--- src/rtl/gcd_arbiter_pkg.sv ---
// Shared types and default sizing for the GCD arbiter and its round-robin picker.
package gcd_arbiter_pkg;

  localparam int unsigned DEF_W = 16;
  localparam int unsigned DEF_N = 4;
  localparam int unsigned CNT_W = 16;

  typedef enum logic [1:0] {
    IDLE  = 2'd0,
    ISSUE = 2'd1,
    WAIT  = 2'd2,
    RESP  = 2'd3
  } state_t;

endpackage

--- src/rtl/rr_pick.sv ---
// Round-robin picker: first set request at or above i_ptr, wrapping modulo N.
module rr_pick #(
  parameter  int unsigned N  = 4,
  localparam int unsigned IW = (N > 1) ? $clog2(N) : 1
) (
  input  logic [N-1:0]  i_req,
  input  logic [IW-1:0] i_ptr,
  output logic [N-1:0]  o_grant,
  output logic [IW-1:0] o_idx,
  output logic          o_any
);

  int unsigned   w_j;
  logic [IW-1:0] w_idx;

  always_comb begin
    o_grant = '0;
    o_idx   = '0;
    o_any   = 1'b0;
    w_j     = 0;
    w_idx   = '0;
    for (int unsigned k = 0; k < N; k++) begin
      w_j = 32'(i_ptr) + k;
      if (w_j >= N) begin
        w_j = w_j - N;
      end
      w_idx = IW'(w_j);
      if (!o_any && i_req[w_idx]) begin
        o_any          = 1'b1;
        o_idx          = w_idx;
        o_grant[w_idx] = 1'b1;
      end
    end
  end

endmodule

--- src/rtl/gcd_arbiter.sv ---
// Shares one GCD unit among N requesters: round-robin grant, issue, wait for result,
// hand the result back to the granted requester.
module gcd_arbiter
  import gcd_arbiter_pkg::*;
#(
  parameter int unsigned W = DEF_W,
  parameter int unsigned N = DEF_N
) (
  input  logic             clk,
  input  logic             reset,
  input  logic [N-1:0]     req_valid,
  input  logic [N*W-1:0]   req_a,
  input  logic [N*W-1:0]   req_b,
  output logic [N-1:0]     req_ready,
  output logic [N-1:0]     rsp_valid,
  output logic [W-1:0]     rsp_data,
  input  logic [N-1:0]     rsp_taken,
  output logic             gcd_data_rdy,
  output logic [W-1:0]     gcd_a,
  output logic [W-1:0]     gcd_b,
  input  logic             gcd_result_rdy,
  input  logic [W-1:0]     gcd_result_data,
  output logic             gcd_result_taken,
  output logic             busy,
  output logic [CNT_W-1:0] op_count
);

  localparam int unsigned IW = (N > 1) ? $clog2(N) : 1;

  state_t           r_state;
  state_t           w_state_nxt;
  logic [IW-1:0]    r_ptr;
  logic [IW-1:0]    r_grant;
  logic [W-1:0]     r_gcd_a;
  logic [W-1:0]     r_gcd_b;
  logic [CNT_W-1:0] r_op_count;

  logic [N-1:0]     w_pick_grant;
  logic [IW-1:0]    w_pick_idx;
  logic             w_pick_any;
  logic [W-1:0]     w_sel_a;
  logic [W-1:0]     w_sel_b;
  logic [N-1:0]     w_grant_oh;
  logic [IW-1:0]    w_ptr_inc;
  logic             w_taken;
  logic             w_capture;
  logic             w_complete;

  rr_pick #(.N(N)) u_rr_pick (
    .i_req   (req_valid),
    .i_ptr   (r_ptr),
    .o_grant (w_pick_grant),
    .o_idx   (w_pick_idx),
    .o_any   (w_pick_any)
  );

  // Operand mux driven by the one-hot grant.
  always_comb begin
    w_sel_a = '0;
    w_sel_b = '0;
    for (int unsigned i = 0; i < N; i++) begin
      if (w_pick_grant[i]) begin
        w_sel_a = req_a[i*W +: W];
        w_sel_b = req_b[i*W +: W];
      end
    end
  end

  assign w_grant_oh = N'(1) << r_grant;
  assign w_taken    = |(rsp_taken & w_grant_oh);
  assign w_ptr_inc  = (r_grant == IW'(N - 1)) ? '0 : r_grant + IW'(1);

  always_ff @(posedge clk) begin
    if (reset) begin
      r_state <= IDLE;
    end else begin
      r_state <= w_state_nxt;
    end
  end

  always_ff @(posedge clk) begin
    if (reset) begin
      r_ptr      <= '0;
      r_grant    <= '0;
      r_gcd_a    <= '0;
      r_gcd_b    <= '0;
      r_op_count <= '0;
    end else begin
      if (w_capture) begin
        r_grant <= w_pick_idx;
        r_gcd_a <= w_sel_a;
        r_gcd_b <= w_sel_b;
      end
      if (w_complete) begin
        r_op_count <= r_op_count + CNT_W'(1);
        r_ptr      <= w_ptr_inc;
      end
    end
  end

  // Handshake outputs are held at zero while reset is asserted.
  always_comb begin
    w_state_nxt      = r_state;
    w_capture        = 1'b0;
    w_complete       = 1'b0;
    req_ready        = '0;
    rsp_valid        = '0;
    rsp_data         = '0;
    gcd_data_rdy     = 1'b0;
    gcd_result_taken = 1'b0;
    busy             = 1'b0;
    if (!reset) begin
      unique case (r_state)
        IDLE: begin
          if (w_pick_any) begin
            req_ready   = w_pick_grant;
            w_capture   = 1'b1;
            w_state_nxt = ISSUE;
          end
        end
        ISSUE: begin
          busy         = 1'b1;
          gcd_data_rdy = 1'b1;
          w_state_nxt  = WAIT;
        end
        WAIT: begin
          busy = 1'b1;
          if (gcd_result_rdy) begin
            w_state_nxt = RESP;
          end
        end
        RESP: begin
          busy      = 1'b1;
          rsp_valid = w_grant_oh;
          rsp_data  = gcd_result_data;
          if (w_taken) begin
            gcd_result_taken = 1'b1;
            w_complete       = 1'b1;
            w_state_nxt      = IDLE;
          end
        end
        default: w_state_nxt = IDLE;
      endcase
    end
  end

  assign gcd_a    = r_gcd_a;
  assign gcd_b    = r_gcd_b;
  assign op_count = r_op_count;

endmodule

--- config.mk ---
export PLATFORM = sky130hd
export DESIGN_NAME = gcd_arbiter
export DESIGN_NICKNAME = d
export VERILOG_FILES = /design/src/rtl/gcd_arbiter_pkg.sv /design/src/rtl/rr_pick.sv /design/src/rtl/gcd_arbiter.sv
export SDC_FILE = /design/constraint.sdc
export NUM_CORES = 1
export LEC_CHECK = 0
export ABC_AREA = 1
export CORE_UTILIZATION = 42
export CTS_BUF_LIST = sky130_fd_sc_hd__clkbuf_8
export CTS_CLUSTER_DIAMETER = 120
export DETAILED_ROUTE_END_ITERATION = 6
export PLACE_DENSITY = 0.93
export SLEW_MARGIN = 10
export SYNTH_ARGS = -nofsm -noshare
export SYNTH_HDL_FRONTEND = slang
export SYNTH_SLANG_ARGS = --single-unit
--- constraint.sdc ---
create_clock -name clk -period 2.6 [get_ports clk]
set_input_delay 0.26 -clock clk [delete_from_list [all_inputs] [get_ports clk]]
set_output_delay 0.26 -clock clk [all_outputs]
set_load 0.02 [all_outputs]
# Yosys cells after proc, flatten, opt, wreduce, memory -nomap -nowiden
# Cells that the tools add are included.
totals:
  reg_bits: 54
  inputBits: 155
  output_inout_bits: 75
  elab_cells: 115
classes:
  add_sub_neg: 9
  order_cmp: 12
  eq_ne: 7
  shifts: 1
  n_mux: 62
  bitwise_logic: 4
  n_reduce_logical: 14
ops:
  columns: ["operator", "count"]
  rows:
  - ["2-to-1 mux 16 bit", 10]
  - ["2-to-1 mux 4 bit", 9]
  - ["2-to-1 mux 2 bit", 12]
  - ["2-to-1 mux 1 bit", 22]
  - ["adder 16 x 1 -> 16 bit (second input constant)", 1]
  - ["< comparator 2 x 3 -> 1 bit (second input constant)", 4]
  - ["OR 4 bit", 3]
  - ["greater-or-equal comparator 3 bit (second input constant)", 3]
  - ["binary-select mux 1 bit (select 2 bit)", 4]
  - ["demux 1 bit (select 2 bit)", 4]
  - ["greater-or-equal comparator 2 x 1 -> 1 bit (second input constant)", 4]
  - ["case mux 2 bit (4 select lines)", 1]
  - ["subtractor 2 x 1 -> 2 bit (second input constant)", 4]
  - ["logical AND 1 bit", 7]
  - ["adder 2 x 2 -> 3 bit (second input constant)", 2]
  - ["equality test 2 bit (second input constant)", 3]
  - ["AND 4 bit", 1]
  - ["inequality test 2 bit (second input constant)", 2]
  - ["OR reduction 4 bit", 1]
  - ["left shift 1 x 2 -> 4 bit (first input constant)", 1]
  - ["adder 2 x 1 -> 3 bit (second input constant)", 1]
  - ["greater-or-equal comparator 2 x 3 -> 1 bit (second input constant)", 1]
  - ["logical NOT 1 bit", 3]
  - ["AND reduction 3 bit", 1]
  - ["5 further kinds", 5]

# Longest topological paths before layout
logic_depth:
  ltp_word: 18
  mapped_depth: 17
  mapped_depth_nobuf: 15

# By module
# From an unflattened synthesis, not the netlist that was laid out.
hier_totals:
  cells_unflattened: 669
  area_unflattened_um2: 3951.3
modules_own_cells:
  columns: ["mod", "n_inst", "cells_each", "area_each_um2", "seq_area_each_um2"]
  rows:
  - ["gcd_arbiter", 1, 595, 3510.9, 1081.0]
  - ["rr_pick", 1, 74, 440.4, 0.0]

# Least setup slack after synthesis
# Ideal clock, no wire load.
synth_timing:
  path_kind: "reg-to-output"
  start: "reg r_ptr[0]"
  end: "out req_ready[0]"
  t_arrival_ps: 2041
  t_required_ps: 2340
  slack_ps: 299
  path_stages_with_launch: 15
  path_buffers: 2
  cell_sequence: "dfxtp_1 > inv_2 > ha_1 > inv_1 > nand3_1 > nand2_1 > nand2_4 > nor2_2 > nand2_2 > nand3_4 > inv_2 > buf_6 > buf_4 > nand2_1 > inv_1"
synth_via:
  elab_chain_cells: 17
  elab_cells_between_ends: 63
  cone_classes: "add/sub: 7; order compare: 12; mux: 31; bitwise: 3; reduce/logical: 10"
synth_lines:
  columns: ["element", "line", "source"]
  rows:
  - ["from (decl)", "gcd_arbiter.sv:32", "logic [IW-1:0] r_ptr;"]
  - ["from (signal assigned)", "gcd_arbiter.sv:96", "r_ptr <= w_ptr_inc;"]
  - ["parallel branches: the longest is 14 deep, another holds adder 2 x 1 -> 3 bit", null, null]
  - ["2-to-1 mux 4 bit (*)", "gcd_arbiter.sv:115", "if (w_pick_any) begin"]
  - ["2-to-1 mux 4 bit (*)", "gcd_arbiter.sv:113", "unique case (r_state)"]
  - ["2-to-1 mux 4 bit (*)", "gcd_arbiter.sv:112", "if (!reset) begin"]
  - ["to (decl)", "gcd_arbiter.sv:14", "output logic [N-1:0] req_ready,"]
# Every way passes the cells marked *. The select of a mux whose other input is x is not followed.

# Final worst setup path
layout_timing:
  start: "reg r_ptr[1]"
  end: "out req_ready[2]"
# The elaborated chain is that of the path after synthesis.

==> metrics.txt <==
most used cell along the critical path=sky130_fd_sc_hd__inv_1; combined area of the multi-input logic cells=0.002645 mm2; Power Total=around 3800 uW; biggest area contributors in the synthesized netlist=sky130_fd_sc_hd__dfxtp_1 (24%), sky130_fd_sc_hd__nand2_1 (20%), sky130_fd_sc_hd__inv_1 (11%); maximum level of the CTS H-tree=2; Top-Level Pins=230; tightest slew margin relative to the limit=0.5298; largest fanout on the critical path=8; routed length per instance=between 10 and 15 um; result of the run=finished, final reports clean; total standard cell area after synthesis=between 0.004 and 0.005 mm2; worst reg2reg setup slack=around 280 ps; Critical path buffers and inverters=5; synthesis-to-layout area growth=56.85%; Required @ worst endpoint=roughly 2300 ps; initial cell density of the core=0.4323; Synth Register Bits=between 50 and 60; library cell with the largest summed area after synthesis=sky130_fd_sc_hd__dfxtp_1; number of cell instances on the worst register-to-register path=16; number of buffer cells added on primary ports=around 230; max-capacitance violation count=0; post-detailed-placement half-perimeter wirelength=about 11000 um; worst min path class=input pin to flop; yosys synthesis warning count=0; type of the setup path with the least slack=flop to primary output; Placeable Area=0.01032 mm2; CP endpoint kind=primary output; TritonCTS clock tree=yes; antenna violations before repair=0; Final Max Tran Viols=0; wire length of the first global-routing pass=~24000 um; CP Data Arrival Time=2170 ps; accumulated negative setup slack=0 ps; Cell Count, Final, Fillers Out=1132; share of cells above drive strength 1=0.06827; Yosys cell types=33; Filler Cells Inserted=871; transition time at the pin with the least slew margin=a little over 700 ps; via-per-instance ratio=4.856; floorplan die height=105.1 um; Chip Width=between 100 and 150 um; remaining design rule violation count=0; clock slew at the register clock pins of the worst setup and hold paths=around 100 ps; Clock Tree Root=sky130_fd_sc_hd__clkbuf_8; worst hold stages=2; clock sinks=54; Crit Reg-Reg Startpoint=r_ptr[1]; average footprint of a synthesized cell=5.737 um2; 1st-iter DRT viols=317; sort of element at the start of the critical path=flop; unrepaired setup endpoints after global routing=no; delay contributed by the slowest stage of the critical path=340 ps; Yosys top cell area share=0.2422; drt first pass iters=5; crit path max-delay cell type=sky130_fd_sc_hd__dfxtp_1; total routed wirelength=approximately 15000 um; static leakage=about 0.0033 uW; sequence of cells on the critical path=inv_1 > ha_4 > inv_1 > nand3_1 > nand2_2 > nand2_4 > nor2_2 > nand2_2 > nand3_4 > inv_2 > nand2_1 > inv_1 > clkdlybuf4s15_1; Routability Congestion=0.9606; end of the worst hold path=r_grant[1]; number of instances in the placed design=between 1000 and 1500; fraction of the yosys area taken by sequential cells=0.2422; Period minus WS final=2433 ps; clock latency reported for the late side of the worst-skew pair=310 ps; Global Route Usage Sum=0.2684; Mapped Nets=950; final worst clock skew=around 8.3 ps; register area=0.001081 mm2; ratio of final minimum period to clock period=0.9356; hold path startpoint=reset; maximum clock frequency=between 400 and 500 MHz; setup bufs post-CTS=0; Gate Count Post-Synth=a little under 800; commonest non-fill, non-tap cell in the layout=sky130_fd_sc_hd__nand2_1; kind of cell adding the most delay to the critical path=buffers and inverters; setup violators final=0; vias in the first global route=5126; total count of hold-check failures in the final report=0; Final #Nets=between 1000 and 1500; global route total overflow=0; ANT cells=0; count of standard-cell rows=37; Num CTS Buffers=5; overall via count from detail_route=5497; floorplan die area=around 0.011 mm2; areal power density over the cells=536.3 mW/mm2; reg-to-reg endpoint=gcd_b[6]; VDD IR-drop max=0.0002684 V; worst-case clock buffer depth=2; number of nets still failing antenna checks after routing=0; maximum number of pins on one net before global-route repair=63; most frequent cells in the layout=sky130_fd_sc_hd__nand2_1 (239), sky130_fd_sc_hd__clkdlybuf4s50_1 (223), sky130_fd_sc_hd__inv_1 (126)
-- cells in the mapped netlist, drive strengths merged --
master,n
o21ai,10
inv,135
o211ai,1
xor2,3
dfxtp,54
nor3b,1
a211oi,2
nor2,74
nand3,85
clkinv,1
o311ai,1
nand4,7
nor4,3
nand2,248
clkbuf,9
a21boi,1
and3,1
a21oi,87
o21a,1
buf,31
ha,17
nor3,6
-- state kept, by name, summed over array words and instances, names as in the netlist --
name      count
gcd_a        16
gcd_b        16
op_count     16
r_grant       2
r_ptr         2
r_state       2
-- where the power goes --
group | internal, uW | leakage, uW | switching [uW]
Clock | 386 | 0.0000683 | 297
Sequential | 948 | 0.000439 | 68.7
Combinational | 877 | 0.00281 | 1180
Total | 2210 | 0.00331 | 1540
-- layer usage --
metal	track usage	vias up	share of wire
met5	0	-	0
met4	0.06640	0	0.012
met3	0.06425	17	0.074
met2	0.4877	192	0.49
met1	0.3145	2454	0.42
li1	-	2834	-
-- metrics by stage --
step / hold WS, ps / setup slack (ps) / utilization / cell area, um2
floorplan: 473.1 / 299.3 / - / 4463
global placement: 494.2 / 86.97 / 0.6630 / 6844
detailed placement: 499.8 / 18.58 / 0.6630 / 6844
CTS: 174.3 / 15.40 / 0.6768 / 6987
global route: 171.5 / 28.25 / 0.6781 / 7000
finish: 187.6 / 167.4 / 0.6781 / 7000
-- cells by family (layout without fill, tap and decap cells) --
logic type	count (synthesis)	after routing	synth area share
and+or+nand+nor	425	425	0.4113
adders and majority gates	17	17	0.04766
DFF	54	54	0.2422
xor gates and xnor gates	3	3	0.005888
AOI/OAI and AO/OA	103	103	0.1234
buffers and inverters	176	394	0.1696
-- what timing repair did --
| item | 4_1_cts | 5_1_grt |
|---|---|---|
| endpoints found under the hold margin | 0 | 0 |
| setup endpoints to repair | 4 | 37 |
| pin swaps | 0 | 0 |
| gates resized for setup | 9 | 9 |
| hold buffers | 0 | 0 |
-- worst reg2reg max path, delay by kind of cell, from the launching register on --
family / cells / cell delay [ps]
fa+ha+maj: 1 / 300
simple gates: 9 / 760
compound gates: 1 / 130
flops: 1 / 340
buf+inv: 5 / 720
-- worst max-delay path by stage --
| stage | from | to | cells after the start |
|---|---|---|---|
| CTS | r_ptr[1] | req_ready[1] | 13 |
| floorplan | r_ptr[0] | req_ready[0] | 14 |
| finish | r_ptr[1] | req_ready[2] | 13 |
| global route | r_ptr[1] | req_ready[2] | 13 |
| global placement | req_valid[3] | req_ready[0] | 14 |
| detailed placement | req_valid[3] | req_ready[1] | 14 |
-- layout make-up --
type                       count  share of cell area
timing repair buffer         250              0.3508
tap                          136             0.02431
sequential                    54              0.1544
inverter                     136             0.07292
multi-input combinational    548              0.3778
clock inverter                 3            0.009830
clock buffer                   5            0.009830
Power figures use the tool's default switching activity.
